## config.mk

```make
export PLATFORM = sky130hd
export DESIGN_NAME = div_sequencer
export DESIGN_NICKNAME = d
export VERILOG_FILES = /design/src/rtl/div_sequencer.sv
export SDC_FILE = /design/constraint.sdc
export NUM_CORES = 1
export LEC_CHECK = 0
export CAP_MARGIN = 20
export CORE_ASPECT_RATIO = 0.8
export CORE_MARGIN = 4
export CORE_UTILIZATION = 35
export CTS_BUF_LIST = sky130_fd_sc_hd__clkbuf_4 sky130_fd_sc_hd__clkbuf_8 sky130_fd_sc_hd__clkbuf_16
export CTS_CLUSTER_SIZE = 12
export DETAILED_ROUTE_END_ITERATION = 8
export DONT_BUFFER_PORTS = 1
export PLACE_DENSITY = 0.5
export SKIP_CTS_REPAIR_TIMING = 1
export SLEW_MARGIN = 20
export SYNTH_ARGS = -nofsm -noshare
export SYNTH_HDL_FRONTEND = slang
export SYNTH_SLANG_ARGS = --single-unit
```

## constraint.sdc

```tcl
create_clock -name clk -period 3.6 [get_ports clk]
set_input_delay 0.72 -clock clk [delete_from_list [all_inputs] [get_ports clk]]
set_output_delay 0.72 -clock clk [all_outputs]
set_load 0.005 [all_outputs]
```

## src/rtl/div_sequencer.sv

```systemverilog
// Iterative restoring divider for RV32M DIV/DIVU/REM/REMU; result pulses on done XLEN+2 cycles after start
// (1 cycle for div-by-zero/overflow when FAST_SPEC=1). Holds the pipeline through stall; flush aborts.
module div_sequencer #(
   parameter int XLEN      = 32,
   parameter bit FAST_SPEC = 1'b1
) (
   input  logic            clk,
   input  logic            rst,
   input  logic            start,
   input  logic [1:0]      op,
   input  logic [XLEN-1:0] Din1,
   input  logic [XLEN-1:0] Din2,
   input  logic            flush,
   output logic            stall,
   output logic            done,
   output logic [XLEN-1:0] Dout
);

   localparam int CW = $clog2(XLEN + 1);
   localparam logic [CW-1:0]   LAST = CW'(XLEN - 1);
   localparam logic [XLEN-1:0] MIN  = {1'b1, {(XLEN-1){1'b0}}};

   typedef enum logic [1:0] {IDLE, CALC, FIX, DONE} state_t;

   state_t          state, state_nx;
   logic            rem_sel, neg_q, neg_r;
   logic [XLEN-1:0] div_r, q_r, res_r;
   logic [XLEN:0]   rem_r;
   logic [CW-1:0]   cnt;

   logic            is_signed, a_neg, b_neg, div_zero, ovf, special, accept;
   logic [XLEN-1:0] a_abs, b_abs, spec_res, q_fix, r_fix;
   logic [XLEN+1:0] shifted, trial;

   assign is_signed = ~op[0];
   assign a_neg     = is_signed & Din1[XLEN-1];
   assign b_neg     = is_signed & Din2[XLEN-1];
   assign a_abs     = a_neg ? -Din1 : Din1;
   assign b_abs     = b_neg ? -Din2 : Din2;
   assign div_zero  = (Din2 == '0);
   assign ovf       = is_signed & (Din1 == MIN) & (Din2 == '1);
   assign special   = FAST_SPEC & (div_zero | ovf);
   assign spec_res  = div_zero ? (op[1] ? Din1 : '1) : (op[1] ? '0 : MIN);
   assign accept    = (state == IDLE) & start & ~flush;

   // Partial remainder stays below the divisor, so the top bit of trial is a clean borrow flag.
   assign shifted = {rem_r, q_r[XLEN-1]};
   assign trial   = shifted - {2'b00, div_r};
   assign q_fix   = neg_q ? -q_r : q_r;
   assign r_fix   = neg_r ? -rem_r[XLEN-1:0] : rem_r[XLEN-1:0];

   always_ff @(posedge clk) begin
      if (!rst) state <= IDLE;
      else      state <= state_nx;
   end

   always_comb begin
      state_nx = state;
      stall    = 1'b0;
      done     = 1'b0;
      Dout     = '0;
      case (state)
         IDLE: begin
            if (accept) begin
               stall    = 1'b1;
               state_nx = special ? DONE : CALC;
            end
         end
         CALC: begin
            stall = 1'b1;
            if (cnt == LAST) state_nx = FIX;
         end
         FIX: begin
            stall    = 1'b1;
            state_nx = DONE;
         end
         DONE: begin
            done     = 1'b1;
            Dout     = res_r;
            state_nx = IDLE;
         end
         default: state_nx = IDLE;
      endcase
      if (flush) begin
         state_nx = IDLE;
         stall    = 1'b0;
         done     = 1'b0;
         Dout     = '0;
      end
   end

   always_ff @(posedge clk) begin
      if (!rst) begin
         rem_sel <= 1'b0;
         neg_q   <= 1'b0;
         neg_r   <= 1'b0;
         div_r   <= '0;
         q_r     <= '0;
         rem_r   <= '0;
         res_r   <= '0;
         cnt     <= '0;
      end else begin
         case (state)
            IDLE: begin
               if (accept) begin
                  rem_sel <= op[1];
                  // x/0 yields all ones regardless of the dividend's sign
                  neg_q   <= (a_neg ^ b_neg) & ~div_zero;
                  neg_r   <= a_neg;
                  div_r   <= b_abs;
                  q_r     <= a_abs;
                  rem_r   <= '0;
                  cnt     <= '0;
                  res_r   <= spec_res;
               end
            end
            CALC: begin
               q_r   <= {q_r[XLEN-2:0], ~trial[XLEN+1]};
               rem_r <= trial[XLEN+1] ? shifted[XLEN:0] : trial[XLEN:0];
               cnt   <= cnt + 1'b1;
            end
            FIX:     res_r <= rem_sel ? r_fix : q_fix;
            default: ;
         endcase
      end
   end

endmodule
```

==> metrics.md <==
| Metric | Value |
|---|---|
| Run status | finished clean |
| Yosys warnings | 0 |
| Clk_lat worst skew | 440 ps |
| Final worst hold slack | 406 ps |
| H-tree Lvls | 4 |
| Overall routing resource usage | 22.3% |
| Length in cells of the worst reg-to-reg path | 12 |
| Total leakage power | 0.00437 uW |
| Multi-input combinational cell area | 7480 sq um |
| Net switching power of the design | 1350 uW |
| Met2 demand-to-capacity share in global routing | 32.4% |
| Routed WL per cell | 20.4 um |
| Layout-stage area growth over the synthesis result | 10.6% |
| Slowest cell on the critical path | sky130_fd_sc_hd__dfxtp_1 |
| Critical path origin | div_r[1] |
| Critical path's top delay family | compound AO/OA/AOI/OAI gates |
| Initial standard-cell utilization of the core | 35.6% |
| Crit share post-route | 89.2% |
| Met1 global-route usage | 34.0% |
| Maximum fanout along the worst path | 19 |
| Most used cell, CP | sky130_fd_sc_hd__o2111ai_1 |
| R2r endpoint | rem_r[3] |
| Die Wd | 205 um |
| I/O Pins | 104 |
| Gate power share | 19.0% |
| Number of different library cells in the post-synthesis netlist | 77 |
| Quantity of I/O buffers inserted on ports | 0 |
| Depth of the worst hold-timing path | 1 |
| Floorplan core area | 30500 sq um |
| Via count of the first global-routing pass | 9828 |
| DRC violation count after routing | 0 |
| Storage element area | 2800 sq um |
| Relative slew margins | 47.6% |
| Pin count of the biggest net entering global routing | 61 |
| Max Freq | 311 MHz |
| Reported max-cap violation count | 0 |
| Pwr Density | 366 nW/um^2 |
| Most used flip-flop cell after synthesis | sky130_fd_sc_hd__dfxtp_1 |
| First-pass iteration count of the detailed router | 5 |
| Final Total Pwr | 4380 uW |
| Global route total overflow | 0 |
| Layer with the highest usage | met1 |
| Worst reg2reg path startpoint | div_r[1] |
| Worst ir drop on vdd | 0.000182 V |
| Startpoint of the tightest hold check path | rst |
| Type of the setup path with the least slack | register to register |
| First-pass GRT wire length | 58900 um |
| Crit path required time | 3910 ps |
| Delay contributed by the slowest stage of the critical path | 380 ps |
| Final critical delay including setup and external delays | 3210 ps |
| Hold Vio Cnt, Final | 0 |
| Cells after synthesis | 1455 |
| Cell-internal power | 3040 uW |
| Clock buffer count from CTS | 17 |
| Average vias per placed instance | 5.67 |
| Setup repair after global routing missed its margin | no |
| Async set or reset register ratio after synthesis | 0% |
| Net count, final | 1553 |
| Area after detailed placement | 11400 sq um |
| Transition time at the pin with the least slew margin | 786 ps |
| Setup slack of the worst register-to-register path | 390 ps |
| Placement Rows | 57 |
| Post-synth design cell area | 10800 sq um |
| Path class of the lowest-slack min-delay path | input pin to register |
| Number of antenna violations at the first check in global routing | 2 |
| Final setup violation count | 0 |
| Type of element launching the critical path | register |
| Data arrival time at the worst-slack endpoint | 3520 ps |
| Number of buffers and inverters on the critical path | 2 |
| GP Congestion | 0.912 |
| Clock input transition at the sequential cells of the worst setup and hold paths | 70 ps |
| Die Outline Area | 33900 sq um |
| Vias after detailed routing | 10600 |
| Detailed placer's ending HPWL | 29100 um |
| Syn_nets | 1570 |
| Part of the total power dissipated in the clock network | 42.7% |
| Post-Route Setup TNS | 0 ps |
| Number of enable flip-flop cells after synthesis | 0 |
| Chip height | 165 um |
| Antenna violation net count after detailed routing | 0 |
| Aggregate routed wire length | 38100 um |
| Fillcell total | 3252 |
| Synthesis-stage register bit count | 140 |
| Sequential fraction of design power | 38.3% |
| Mean post-synth cell area | 7.45 sq um |
| Switching fraction of total power | 30.7% |
| Clock tree root driver cell | sky130_fd_sc_hd__clkbuf_16 |
| Worst clock skew on the final layout | 12.3 ps |
| Cell depth of the worst setup path | 12 |
| CTS tree | done |
| Fin area | 12000 sq um |
| Cell-by-cell trace of the critical path | inv_1 -> ha_1 -> nor2b_1 -> o2111ai_1 -> a21oi_1 -> o2111ai_1 -> a211oi_1 -> or3_1 -> and2_1 -> buf_4 -> mux2i_1 -> o21ai_0 |
| Sequential fraction of the synthesis area | 25.9% |
| Final max-slew violation count | 0 |
| Buffer depth of the longest clock path | 2 |
| Ratio of cells with drive above 1 in the final layout | 7.99% |
| Clock Sink Count | 140 |
| Endpoint kind of the worst setup timing path | register |
| Count of routing violations after the opening detailed-route iteration | 1034 |
| Terminating pin of the worst hold path | q_r[14] |
| Global-route track usage on met3 | 4.63% |
-- worst max-delay path by stage --
| stage | to | slack (ps) |
|---|---|---|
| floorplan | rem_r[14] | 720 |
| global placement | q_r[31] | 290 |
| detailed placement | q_r[31] | 250 |
| CTS | rem_r[3] | 430 |
| global route | rem_r[3] | 70 |
| finish | rem_r[3] | 390 |
-- layout make-up --
type,instances,share of cell area [%]
Clock inverter,13,1.40
Sequential cell,140,23.4
Timing Repair Buffer,44,2.76
Inverter,65,2.04
Multi-Input combinational cell,1170,62.4
Tap cell,413,4.31
Clock buffer,19,3.68
Antenna cell,1,0.0209
-- state kept, by name (all words and copies together), names as in the netlist --
register  cells
div_r        32
neg_q         1
state         2
cnt           6
q_r          32
neg_r         1
rem_sel       1
res_r        32
rem_r        33
-- metrics by stage --
stage	cells	worst slack, ps	utilization [%]
final	1865	390	39.4
after global routing	1864	71.6	39.3
after CTS	1864	431	39.3
after detailed placement	1832	255	37.3
after global placement	1832	294	37.3
after floorplan	1455	720	-
-- worst reg2reg max path: stages, from the launching register on --
cell and delay (ps):
sky130_fd_sc_hd__dfxtp_1 380, sky130_fd_sc_hd__inv_1 160, sky130_fd_sc_hd__ha_1 310, sky130_fd_sc_hd__nor2b_1 160, sky130_fd_sc_hd__o2111ai_1 150, sky130_fd_sc_hd__a21oi_1 270, sky130_fd_sc_hd__o2111ai_1 180, sky130_fd_sc_hd__a211oi_1 360
sky130_fd_sc_hd__or3_1 290, sky130_fd_sc_hd__and2_1 180, sky130_fd_sc_hd__buf_4 320, sky130_fd_sc_hd__mux2i_1 240, sky130_fd_sc_hd__o21ai_0 80
-- cells in the final DEF (no fill, tap or decap), types with 22 or more instances in the layout --
cell / count
sky130_fd_sc_hd__o31ai_1: 31
sky130_fd_sc_hd__o21ai_0: 89
sky130_fd_sc_hd__o21ai_1: 35
sky130_fd_sc_hd__nand3_1: 22
sky130_fd_sc_hd__and2_1: 39
sky130_fd_sc_hd__a21oi_1: 105
sky130_fd_sc_hd__buf_4: 44
sky130_fd_sc_hd__a211oi_1: 37
sky130_fd_sc_hd__ha_1: 44
sky130_fd_sc_hd__xor2_1: 58
sky130_fd_sc_hd__nand2_1: 190
sky130_fd_sc_hd__nor2_1: 107
sky130_fd_sc_hd__mux2i_1: 25
sky130_fd_sc_hd__dfxtp_1: 140
sky130_fd_sc_hd__inv_1: 64
sky130_fd_sc_hd__nor3_1: 26
sky130_fd_sc_hd__xnor2_1: 89
-- kinds of logic (layout without fill, tap and decap cells) --
| kind of cell | count (synthesis) | count (layout) | synth area share, % |
|---|---|---|---|
| flops | 140 | 140 | 25.9 |
| mux | 25 | 25 | 2.31 |
| other cells | 0 | 1 | 0 |
| xor+xnor | 147 | 147 | 11.9 |
| fa+ha+maj | 45 | 45 | 5.26 |
| compound gates | 448 | 448 | 26.4 |
| buf+inv | 145 | 141 | 5.36 |
| simple gates | 505 | 505 | 22.9 |
-- power by group through the flow --
stage                     clock network [uW]  logic (uW)  registers [uW]
after floorplan                            0         616            1690
after global placement                     0         816            1710
after detailed placement                   0         814            1710
after CTS                               1910         820            1680
after global routing                    1970         918            1690
final                                   1870         831            1680
-- cells in the mapped netlist, types with 8 or more instances --
master                     number  area, sq um
sky130_fd_sc_hd__o22ai_1       15         93.8
sky130_fd_sc_hd__xnor2_1       89          780
sky130_fd_sc_hd__o21ai_1       37          185
sky130_fd_sc_hd__ha_1          44          551
sky130_fd_sc_hd__a31oi_1       20          125
sky130_fd_sc_hd__dfxtp_1      140         2800
sky130_fd_sc_hd__a211oi_1      37          278
sky130_fd_sc_hd__nand2b_1       8         50.1
sky130_fd_sc_hd__xor2_1        58          508
sky130_fd_sc_hd__and3_1        13         81.3
sky130_fd_sc_hd__o21ai_0       89          445
sky130_fd_sc_hd__o211ai_1      21          158
sky130_fd_sc_hd__a21o_1        19          143
sky130_fd_sc_hd__or3_1         18          113
sky130_fd_sc_hd__nand3_1       22          110
sky130_fd_sc_hd__inv_1         64          240
sky130_fd_sc_hd__mux2i_1       25          250
sky130_fd_sc_hd__nor2_1       109          409
sky130_fd_sc_hd__clkbuf_1      67          251
sky130_fd_sc_hd__o41ai_1       13          114
sky130_fd_sc_hd__nand4_1       17          106
sky130_fd_sc_hd__o31ai_1       31          233
sky130_fd_sc_hd__or4_1         11         82.6
sky130_fd_sc_hd__and2_1        39          244
sky130_fd_sc_hd__nor3_1        26          130
sky130_fd_sc_hd__nand2_1      190          713
sky130_fd_sc_hd__a21oi_1      106          531
sky130_fd_sc_hd__nor2b_1       16          100
-- layer usage --
metal  share of wire (%)  vias up
li1                    -     5194
met1                  51     5044
met2                  41      317
met3                 6.8       21
met4                0.94        2
met5               0.052        -
Power figures use the tool's default switching activity.
